`config.mk`:
```
export PLATFORM = sky130hd
export DESIGN_NAME = gcd_result_collector
export DESIGN_NICKNAME = d
export VERILOG_FILES = /design/src/rtl/gcd_pkg.sv /design/src/rtl/gcd_result_fifo.sv /design/src/rtl/gcd_result_collector.sv
export SDC_FILE = /design/constraint.sdc
export NUM_CORES = 1
export LEC_CHECK = 0
export BUFFER_PORTS_ARGS = -buffer_cell sky130_fd_sc_hd__buf_2
export CELL_PAD_IN_SITES_DETAIL_PLACEMENT = 1
export CELL_PAD_IN_SITES_GLOBAL_PLACEMENT = 1
export CORE_MARGIN = 2
export CORE_UTILIZATION = 48
export CTS_CLUSTER_DIAMETER = 80
export DETAILED_ROUTE_END_ITERATION = 7
export GPL_TIMING_DRIVEN = 0
export PLACE_DENSITY = 0.9
export SYNTH_ARGS = -nofsm -noshare
export SYNTH_HDL_FRONTEND = slang
export SYNTH_SLANG_ARGS = --single-unit
```
`constraint.sdc`:
```
create_clock -name Clk -period 5 [get_ports Clk]
set_input_delay 0.25 -clock Clk [delete_from_list [all_inputs] [get_ports Clk]]
set_output_delay 0.25 -clock Clk [all_outputs]
set_load 0.01 [all_outputs]
```
`src/rtl/gcd_pkg.sv`:
```
// Shared definitions for the GCD engine and its downstream result collector.
package gcd_pkg;

   localparam int GCD_WIDTH = 8;

   typedef enum logic [1:0] {
      IDLE      = 2'd0,
      ACK       = 2'd1,
      WAIT_DROP = 2'd2
   } gcd_state_t;

   function automatic logic is_coprime(input logic [GCD_WIDTH-1:0] g);
      return g == GCD_WIDTH'(1);
   endfunction

endpackage

```
`src/rtl/gcd_result_fifo.sv`:
```
// Circular-buffer FIFO with first-word fall-through read of registered storage.
// Push is ignored when full and pop when empty; level is the occupancy counter.
module gcd_result_fifo #(
   parameter int WIDTH = 8,
   parameter int DEPTH = 4
) (
   input  logic                     Clk,
   input  logic                     Rst,
   input  logic                     push_i,
   input  logic [WIDTH-1:0]         wr_data_i,
   input  logic                     pop_i,
   output logic [WIDTH-1:0]         rd_data_o,
   output logic [$clog2(DEPTH):0]   level_o,
   output logic                     full_o,
   output logic                     empty_o
);

   localparam int AW = $clog2(DEPTH);
   localparam int LW = AW + 1;

   logic [WIDTH-1:0] mem_q [DEPTH];
   logic [AW-1:0]    wr_ptr_q, wr_ptr_d;
   logic [AW-1:0]    rd_ptr_q, rd_ptr_d;
   logic [LW-1:0]    level_q, level_d;
   logic             push_ok, pop_ok;

   assign full_o    = (level_q == LW'(DEPTH));
   assign empty_o   = (level_q == '0);
   assign push_ok   = push_i && !full_o;
   assign pop_ok    = pop_i && !empty_o;
   assign rd_data_o = mem_q[rd_ptr_q];
   assign level_o   = level_q;

   // DEPTH is a power of two, so natural pointer overflow wraps DEPTH-1 to 0.
   always_comb begin
      wr_ptr_d = push_ok ? wr_ptr_q + AW'(1) : wr_ptr_q;
      rd_ptr_d = pop_ok  ? rd_ptr_q + AW'(1) : rd_ptr_q;
      level_d  = level_q;
      case ({push_ok, pop_ok})
         2'b10:   level_d = level_q + LW'(1);
         2'b01:   level_d = level_q - LW'(1);
         default: level_d = level_q;
      endcase
   end

   always_ff @(posedge Clk or negedge Rst) begin
      if (!Rst) begin
         wr_ptr_q <= '0;
         rd_ptr_q <= '0;
         level_q  <= '0;
      end else begin
         wr_ptr_q <= wr_ptr_d;
         rd_ptr_q <= rd_ptr_d;
         level_q  <= level_d;
      end
   end

   always_ff @(posedge Clk) begin
      if (push_ok) mem_q[wr_ptr_q] <= wr_data_i;
   end

endmodule

```
`src/rtl/gcd_result_collector.sv`:
```
// Acknowledges GCD engine results with a one-cycle ack, buffers them in a FIFO
// and keeps result/coprime statistics; capture stalls (no ack) while the FIFO is full.
module gcd_result_collector
   import gcd_pkg::*;
#(
   parameter int WIDTH = GCD_WIDTH,
   parameter int DEPTH = 4,
   parameter int CNT_W = 16
) (
   input  logic                     Clk,
   input  logic                     Rst,
   input  logic [WIDTH-1:0]         gcd_out,
   input  logic                     gcd_valid,
   output logic                     ack,
   output logic [WIDTH-1:0]         res_data,
   output logic                     res_valid,
   input  logic                     res_ready,
   output logic [$clog2(DEPTH):0]   level,
   output logic [CNT_W-1:0]         res_count,
   output logic [CNT_W-1:0]         coprime_count
);

   gcd_state_t       state_q, state_d;
   logic [CNT_W-1:0] res_count_q, res_count_d;
   logic [CNT_W-1:0] coprime_count_q, coprime_count_d;
   logic             fifo_full, fifo_empty;
   logic             capture;

   // Only IDLE may capture, so a result still held high after ack is not taken twice.
   assign capture = (state_q == IDLE) && gcd_valid && !fifo_full;

   always_comb begin
      state_d = state_q;
      case (state_q)
         IDLE:      if (capture) state_d = ACK;
         ACK:       state_d = WAIT_DROP;
         WAIT_DROP: if (!gcd_valid) state_d = IDLE;
         default:   state_d = IDLE;
      endcase
   end

   always_comb begin
      res_count_d     = res_count_q;
      coprime_count_d = coprime_count_q;
      if (capture) begin
         res_count_d = res_count_q + CNT_W'(1);
         if (gcd_out == WIDTH'(1)) coprime_count_d = coprime_count_q + CNT_W'(1);
      end
   end

   always_ff @(posedge Clk or negedge Rst) begin
      if (!Rst) begin
         state_q         <= IDLE;
         res_count_q     <= '0;
         coprime_count_q <= '0;
      end else begin
         state_q         <= state_d;
         res_count_q     <= res_count_d;
         coprime_count_q <= coprime_count_d;
      end
   end

   gcd_result_fifo #(
      .WIDTH (WIDTH),
      .DEPTH (DEPTH)
   ) u_fifo (
      .Clk       (Clk),
      .Rst       (Rst),
      .push_i    (capture),
      .wr_data_i (gcd_out),
      .pop_i     (res_ready),
      .rd_data_o (res_data),
      .level_o   (level),
      .full_o    (fifo_full),
      .empty_o   (fifo_empty)
   );

   assign ack           = (state_q == ACK);
   assign res_valid     = !fifo_empty;
   assign res_count     = res_count_q;
   assign coprime_count = coprime_count_q;

endmodule

```
==> results_dict.tcl, run 1 <==
set metrics [dict create \
    ctsHoldBuffers 0 \
    p_switching_mw 0.556 \
    critical-path-max-stage-delay_ns 0.44 \
    p_clk_share_pct 27.5 \
    drt_iter0_drc 77 \
    insertion_delay_ns 0.34 \
    cts_sinks 73 \
    grt_pass1_vias 2165 \
    hpwlAfterDp_mm 4.58 \
    synth_top_family_by_area "simple AND/OR/NAND/NOR gates" \
    final.fill_count 660 \
    grt.overflow.total 0 \
    area_growth_pct 19.0 \
    crit_slowest_cell "dfrtp_1" \
    via_count 1980 \
    drc_errors 0 \
    pwr-share-seq_pct 44.7 \
    post_cts_buffers 0 \
    status "finished clean" \
    max-vdd-ir-drop_v 0.000265 \
    fmax_mhz 422 \
    swShare_pct 30.9 \
    grt_max_degree 42 \
    setup_tns_ns 0 \
    finalCritPeriodShare_pct 47.4 \
    synth.area.top_cells "dfrtp_1 (33%), edfxtp_1 (31%), mux4_2 (5.7%), xor2_1 (5.3%), xnor2_1 (4.7%)" \
    postPlaceCellArea_um2 3520 \
    synthFlopType "dfrtp_1" \
    drive_gt1_share_pct 31.6 \
    synth_top_area_cell "dfrtp_1" \
    slew_violations 0 \
    powerDensity_nw_per_um2 481 \
    drt_wl_total_mm 6.62 \
    min_period_ns 2.37 \
    fp.dieH_um 84.9 \
    syn_area_um2 3140 \
    viasPerCell 5.38 \
    synth_mux_area_share_pct 6.41 \
    finalSetupViolations 0 \
    cts_tree "built" \
    ant_nets 0 \
    hold_path_class "in -> async" \
    criticalPathCategory "reg -> reg" \
    first_pass_iters 4 \
    htree_levels 3 \
    antenna_found_initial 0 \
    row_count 29 \
    synth_fp_nets 239 \
    synth_cells 219 \
    start_util_pct 49.5 \
    synth.most_common_cell "dfrtp_1" \
    grt_usage_pct 20.3 \
    yosysWarnings 0 \
    r2r_cells 9 \
    synthAdderAreaFrac_pct 3.42 \
    syn_area_per_cell_um2 14.3 \
    async_reset_ff_share_pct 56.2 \
    intPower_mw 1.24 \
    wire_per_inst_um 18.0 \
    r2r_slack_ns 2.63 \
    coreArea_um2 6350 \
    seq_area_frac_synth_pct 63.2 \
    diodes 0 \
    synth_top_area_share_pct 32.7 \
    synth_enable_flop_cells 32 \
    combPwrFrac_pct 27.8 \
    synth-xor-area-share_pct 10.0 \
    synth-seq-cells 73 \
    crit_required_ns 5.27 \
    gp_congestion 0.737 \
    cap_violations 0 \
    relSlewSlack_pct 39.7 \
    port_buffers 56 \
    crit_path_cell_trace "or3b_1 -> clkbuf_2 -> nand2_2 -> ha_1 -> inv_1 -> fa_1 -> xor2_1 -> nor2_1 -> xor2_1" \
    dieArea_um2 7210 \
    endpoint_kind "register" \
    cts_buffers 9 \
    cp_max_fo 9 \
    rsz0062_at_grt "false" \
    dieWidth_um 84.9 \
    cts_root_buf "clkbuf_8" \
    cts_resized 0 \
    clk_path_buf_depth 2 \
    synth_compound_area_share_pct 0.159 \
    r2r_start "u_fifo.level_o[0]$_DFFE_PN0P_" \
    synthTopCellsByCount "dfrtp_1 (41), edfxtp_1 (32), xor2_1 (19), xnor2_1 (17), nand2_1 (14)" \
    synth_simple_gate_area_share_pct 14.5 \
    hold_violations 0 \
    startpoint_type "register" \
    r2r-end "u_fifo.level_o[2]$_DFFE_PN0P_" \
    crit_path_frequent_cell "xor2_1" \
    grt_pass1_wl_mm 10.9 \
    cp.arrival_ns 2.64 \
    clkTransAtPathRegs_ns 0.07 \
    final_nets 306 \
    finClkSkew_ns 0.00613 \
    fin_area_um2 3740 \
    pin_count 57 \
    leakagePower_nw 1.71 \
    ys_types 35 \
    tightest_slew_ns 0.905 \
]
## state kept, by name, summed over array words and instances (netlist names)
register	count
coprime_count	16
res_count	16
state_q	2
u_fifo.level_o	3
u_fifo.mem_q	32
u_fifo.rd_ptr_q	2
u_fifo.wr_ptr_q	2
## worst max-delay path by stage
stage,slack [ns],endpoint,start,depth (start not counted)
6_report,2.63,u_fifo.level_o[2]$_DFFE_PN0P_,u_fifo.level_o[0]$_DFFE_PN0P_,9
5_1_grt,2.52,u_fifo.level_o[2]$_DFFE_PN0P_,u_fifo.level_o[0]$_DFFE_PN0P_,9
4_1_cts,2.59,u_fifo.level_o[2]$_DFFE_PN0P_,u_fifo.level_o[0]$_DFFE_PN0P_,9
3_5_place_dp,2.69,u_fifo.level_o[2]$_DFFE_PN0P_,u_fifo.level_o[0]$_DFFE_PN0P_,9
3_3_place_gp,2.74,u_fifo.level_o[2]$_DFFE_PN0P_,u_fifo.level_o[0]$_DFFE_PN0P_,9
2_1_floorplan,2.87,u_fifo.level_o[2]$_DFFE_PN0P_,u_fifo.level_o[0]$_DFFE_PN0P_,9
## layer usage
| layer | vias up | part of all wire (%) | track usage, % |
|---|---|---|---|
| li1 | 917 | - | - |
| met1 | 1001 | 40 | 23.5 |
| met2 | 49 | 55 | 35.7 |
| met3 | 13 | 3.2 | 3.89 |
| met5 | - | 0 | 0 |
| met4 | 0 | 2.3 | 11.0 |
## kinds of logic (layout without fill, tap and decap cells)
family	after synthesis	after routing
AND/OR/NAND/NOR	73	73
buffers and inverters	18	90
XOR/XNOR	36	36
AO/OA/AOI/OAI	1	1
multiplexers	10	10
adder cells (fa/ha/maj)	8	8
flip-flops	73	73
## placed cells by master (no fill, tap or decap), types with 4 or more instances in the layout
cell type	netlist	layout
buf_2	2	58
dfrtp_1	41	41
edfxtp_1	32	32
xor2_1	19	19
xnor2_1	17	17
nand2_1	14	14
inv_1	13	13
clkbuf_8	0	11
nor3_1	9	9
nor4_1	9	9
mux4_2	8	8
nand3_1	7	7
ha_1	7	7
and3_1	6	6
nand4_1	4	4
nor2_1	4	4
## through the flow
| stage | utilization, % | setup slack (ns) | power (mW) | std cells | hold slack, ns |
|---|---|---|---|---|---|
| after CTS | 58.9 | 2.59 | 1.83 | 368 | 0.0540 |
| final | 58.9 | 2.63 | 1.80 | 368 | 0.0309 |
| after detailed placement | 55.4 | 2.69 | 1.32 | 352 | 0.431 |
| after global routing | 58.9 | 2.52 | 1.90 | 368 | 0.0884 |
| after floorplan | - | 2.87 | 1.13 | 219 | -0.0456 |
| after global placement | 55.4 | 2.74 | 1.28 | 352 | 0.435 |
## power groups by stage
stage          sequential, mW  combinational (mW)  clock (mW)
3_5_place_dp            0.814               0.503           0
2_1_floorplan           0.811               0.320           0
4_1_cts                 0.805               0.513       0.508
6_report                0.803               0.501       0.495
5_1_grt                 0.818               0.551       0.526
3_3_place_gp            0.804               0.473           0
## critical path, delay by kind of cell (launching register included)
family | cells | cell delay, ns
xor gates and xnor gates | 2 | 0.32
adders and majority gates | 2 | 0.59
buffers and inverters | 2 | 0.27
DFF | 1 | 0.44
and+or+nand+nor | 3 | 0.68
## area by class of cell
type	instances	area [um^2]	share of cell area (%)
tap	77	96.3	2.58
clock inverter	2	35.0	0.937
multi-input combinational	128	1080	29.0
clock buffer	14	184	4.92
buffer	4	18.8	0.502
sequential	73	1990	53.2
timing repair buffer	56	280	7.50
inverter	14	52.6	1.41
(Power assumes the default switching activity.)
==> run 2: changes to the inputs <==
--- a/config.mk
+++ b/config.mk
@@ -5,15 +5,16 @@
 export SDC_FILE = /design/constraint.sdc
 export NUM_CORES = 1
 export LEC_CHECK = 0
+export ABC_AREA = 1
 export BUFFER_PORTS_ARGS = -buffer_cell sky130_fd_sc_hd__buf_2
 export CELL_PAD_IN_SITES_DETAIL_PLACEMENT = 1
 export CELL_PAD_IN_SITES_GLOBAL_PLACEMENT = 1
 export CORE_MARGIN = 2
-export CORE_UTILIZATION = 48
+export CORE_UTILIZATION = 39
 export CTS_CLUSTER_DIAMETER = 80
 export DETAILED_ROUTE_END_ITERATION = 7
 export GPL_TIMING_DRIVEN = 0
-export PLACE_DENSITY = 0.9
+export PLACE_DENSITY = 0.83
 export SYNTH_ARGS = -nofsm -noshare
 export SYNTH_HDL_FRONTEND = slang
 export SYNTH_SLANG_ARGS = --single-unit
==> constraint.sdc (replaced) <==
create_clock -name Clk -period 2 [get_ports Clk]
set_input_delay 0.1 -clock Clk [delete_from_list [all_inputs] [get_ports Clk]]
set_output_delay 0.1 -clock Clk [all_outputs]
set_load 0.01 [all_outputs]
==> results_dict.tcl, run 2 <==
set metrics [dict create \
    utilization_pct 47.7 \
    antenna_found_initial 0 \
    grt_pass1_vias 2974 \
    dieWidth_um 100 \
    diodes 0 \
    crit_required_ns 1.97 \
    yosysWarnings 0 \
    most-common-layout-cells "nand2_1 (110), buf_2 (58), nor2_1 (45), dfrtp_1 (41), inv_1 (36)" \
    hpwlAfterDp_mm 6.15 \
    gp_congestion 0.809 \
    synthFlopType "dfrtp_1" \
    crit_slowest_cell "nor2_1" \
    hold_violations 0 \
    tightest_slew_ns 0.971 \
    layout_commonest_cell "nand2_1" \
    dieArea_um2 10000 \
    synth.area.top_cells "dfrtp_1 (28%), edfxtp_1 (27%), nand2_1 (11%), nor2_1 (4.7%), inv_1 (3.9%)" \
    regMostFlops "u_fifo.mem_q" \
    min_period_ns 1.90 \
    leakagePower_nw 1.97 \
    async_reset_ff_share_pct 56.2 \
    viasPerCell 4.93 \
    slew_violations 0 \
    max-vdd-ir-drop_v 0.000393 \
    grt_usage_pct 18.3 \
    drt_wl_total_mm 8.64 \
    finalSetupViolations 0 \
    finClkSkew_ns 0.00831 \
    grt.overflow.total 0 \
    cts_tree "built" \
    holdWs_ns 0.0295 \
    hold_path_class "in -> reg" \
    finalCritPeriodShare_pct 95.0 \
    endpoint_kind "register" \
    relSlewSlack_pct 35.3 \
    port_buffers 56 \
    crit_path_cell_trace "inv_2 -> nand2_2 -> nor2_4 -> nand2_8 -> buf_4 -> nor2_1" \
    synth-seq-cells 73 \
    seq_area_frac_synth_pct 55.2 \
    fp.dieH_um 100 \
    grt_max_degree 42 \
    synth_fp_nets 412 \
    status "finished clean" \
    startpoint_type "register" \
    multiInputGateArea_um2 1410 \
    htree_levels 3 \
    insertion_delay_ns 0.34 \
    first_pass_iters 4 \
    pin_count 57 \
    cap_violations 0 \
    synth_enable_flop_cells 32 \
    synth.most_common_cell "nand2_1" \
    row_count 35 \
    via_count 2895 \
    synth_top_area_cell "dfrtp_1" \
    seqCellArea_um2 1990 \
    final.fill_count 1099 \
    drc_errors 0 \
    ys_types 30 \
    synthTopCellsByCount "nand2_1 (110), nor2_1 (45), dfrtp_1 (41), inv_1 (37), edfxtp_1 (32)" \
    synth_top_area_share_pct 28.5 \
    wire_per_inst_um 14.7 \
    powerDensity_nw_per_um2 1090 \
    coreArea_um2 9110 \
    cts_sinks 73 \
    grt_pass1_wl_mm 14.5 \
    cts_root_buf "clkbuf_8" \
    drive_gt1_share_pct 23.1 \
    cp.arrival_ns 1.87 \
    final_nets 491 \
    drt_iter0_drc 75 \
    critical-path-max-stage-delay_ns 0.65 \
    cts_buffers 9 \
    cp_max_fo 8 \
    start_util_pct 39.5 \
    clk_path_buf_depth 2 \
    fmax_mhz 526 \
    area_growth_pct 20.5 \
    ant_nets 0 \
    syn_area_per_cell_um2 9.19 \
    syn_area_um2 3600 \
    synth_cells 392 \
    criticalPathCategory "reg -> reg" \
    clkTransAtPathRegs_ns 0.08 \
    largest_reg_flops 32 \
]
[run 2: cell count changes in the layout (fill, tap and decap cells not counted), moves of 7 or more]
cell | before | now
nor3_1 | 9 | 1
mux4_2 | 8 | 0
xnor2_1 | 17 | 9
nand4_1 | 4 | 14
nor4_1 | 9 | 0
o22ai_1 | 0 | 8
inv_1 | 13 | 36
nand3_1 | 7 | 18
nand2_1 | 14 | 110
dlygate4sd3_1 | 0 | 7
xor2_1 | 19 | 8
o21ai_0 | 1 | 20
nor2_1 | 4 | 45
[run 2: cell type report]
class | count | area share (%)
plain buffers | 6 | 1.01
clock buffers | 10 | 2.94
clock inverters | 6 | 1.56
inverters | 43 | 3.86
multi-input cells | 269 | 32.6
flip-flops and latches | 73 | 45.8
well taps | 111 | 3.20
repair buffers | 69 | 9.11
[run 2: per-layer routing]
layer	vias up	track usage, %	wire, um
li1	1428	-	-
met1	1419	22.5	3900
met2	38	32.7	4400
met3	10	3.69	203
met4	0	5.48	131
met5	-	0	0
[run 2: final timing paths]
check / endpoint / start / slack (ns) / depth (start not counted)
max in group asynchronous: coprime_count[11]$_DFFE_PN0P_ / Rst / 0.94 / 2
worst max-delay path: u_fifo.mem_q[3][0]$_DFFE_PP_ / state_q[0]$_DFFE_PN0P_ / 0.1 / 6
worst min-delay path: u_fifo.mem_q[0][3]$_DFFE_PP_ / gcd_out[3] / 0.03 / 1
min in group asynchronous: res_count[11]$_DFFE_PN0P_ / Rst / 0.47 / 2
worst min register to register: res_count[14]$_DFFE_PN0P_ / res_count[14]$_DFFE_PN0P_ / 0.52 / 2
worst max register to register: u_fifo.mem_q[3][0]$_DFFE_PP_ / state_q[0]$_DFFE_PN0P_ / 0.1 / 6
[run 2: critical path, delay by kind of cell, from the launching register on]
| kind | cells | cell delay, ns |
|---|---|---|
| AND/OR/NAND/NOR | 4 | 0.92 |
| flip-flops | 1 | 0.38 |
| buffers and inverters | 2 | 0.22 |
[run 2: stage by stage]
step	instances	TNS, ns	total power [mW]	instance area (um^2)	setup slack (ns)
after floorplan	392	0	2.97	3600	0.00283
after global placement	559	-0.124	3.44	4020	-0.124
after detailed placement	559	-0.273	3.52	4020	-0.159
after CTS	581	0	4.73	4290	0.000329
after global routing	587	-0.0273	5.06	4340	-0.00585
final	587	0	4.73	4340	0.0995
[run 2: report_power, final]
part / internal (mW) / switching, mW
clock network: 0.581 / 0.584
registers: 1.82 / 0.163
logic: 0.597 / 0.985
total: 3.00 / 1.73
[run 2: what timing repair did]
action / CTS / global route
resized for setup: 1 / 3
hold buffers: 7 / 0
setup endpoints to repair: 20 / 5
endpoints found under the hold margin: 63 / 0
pin swaps: 0 / 1
buffers inserted: 0 / 6
[run 2: cells by family (layout without fill, tap and decap cells)]
family          count (synthesis)  after routing  synth area share (%)
flops                          73             73                  55.2
fa+ha+maj                       8              8                  2.99
simple gates                  210            210                  26.7
xor+xnor                       17             17                  4.13
compound gates                 34             34                  5.18
buf+inv                        50            134                  5.84
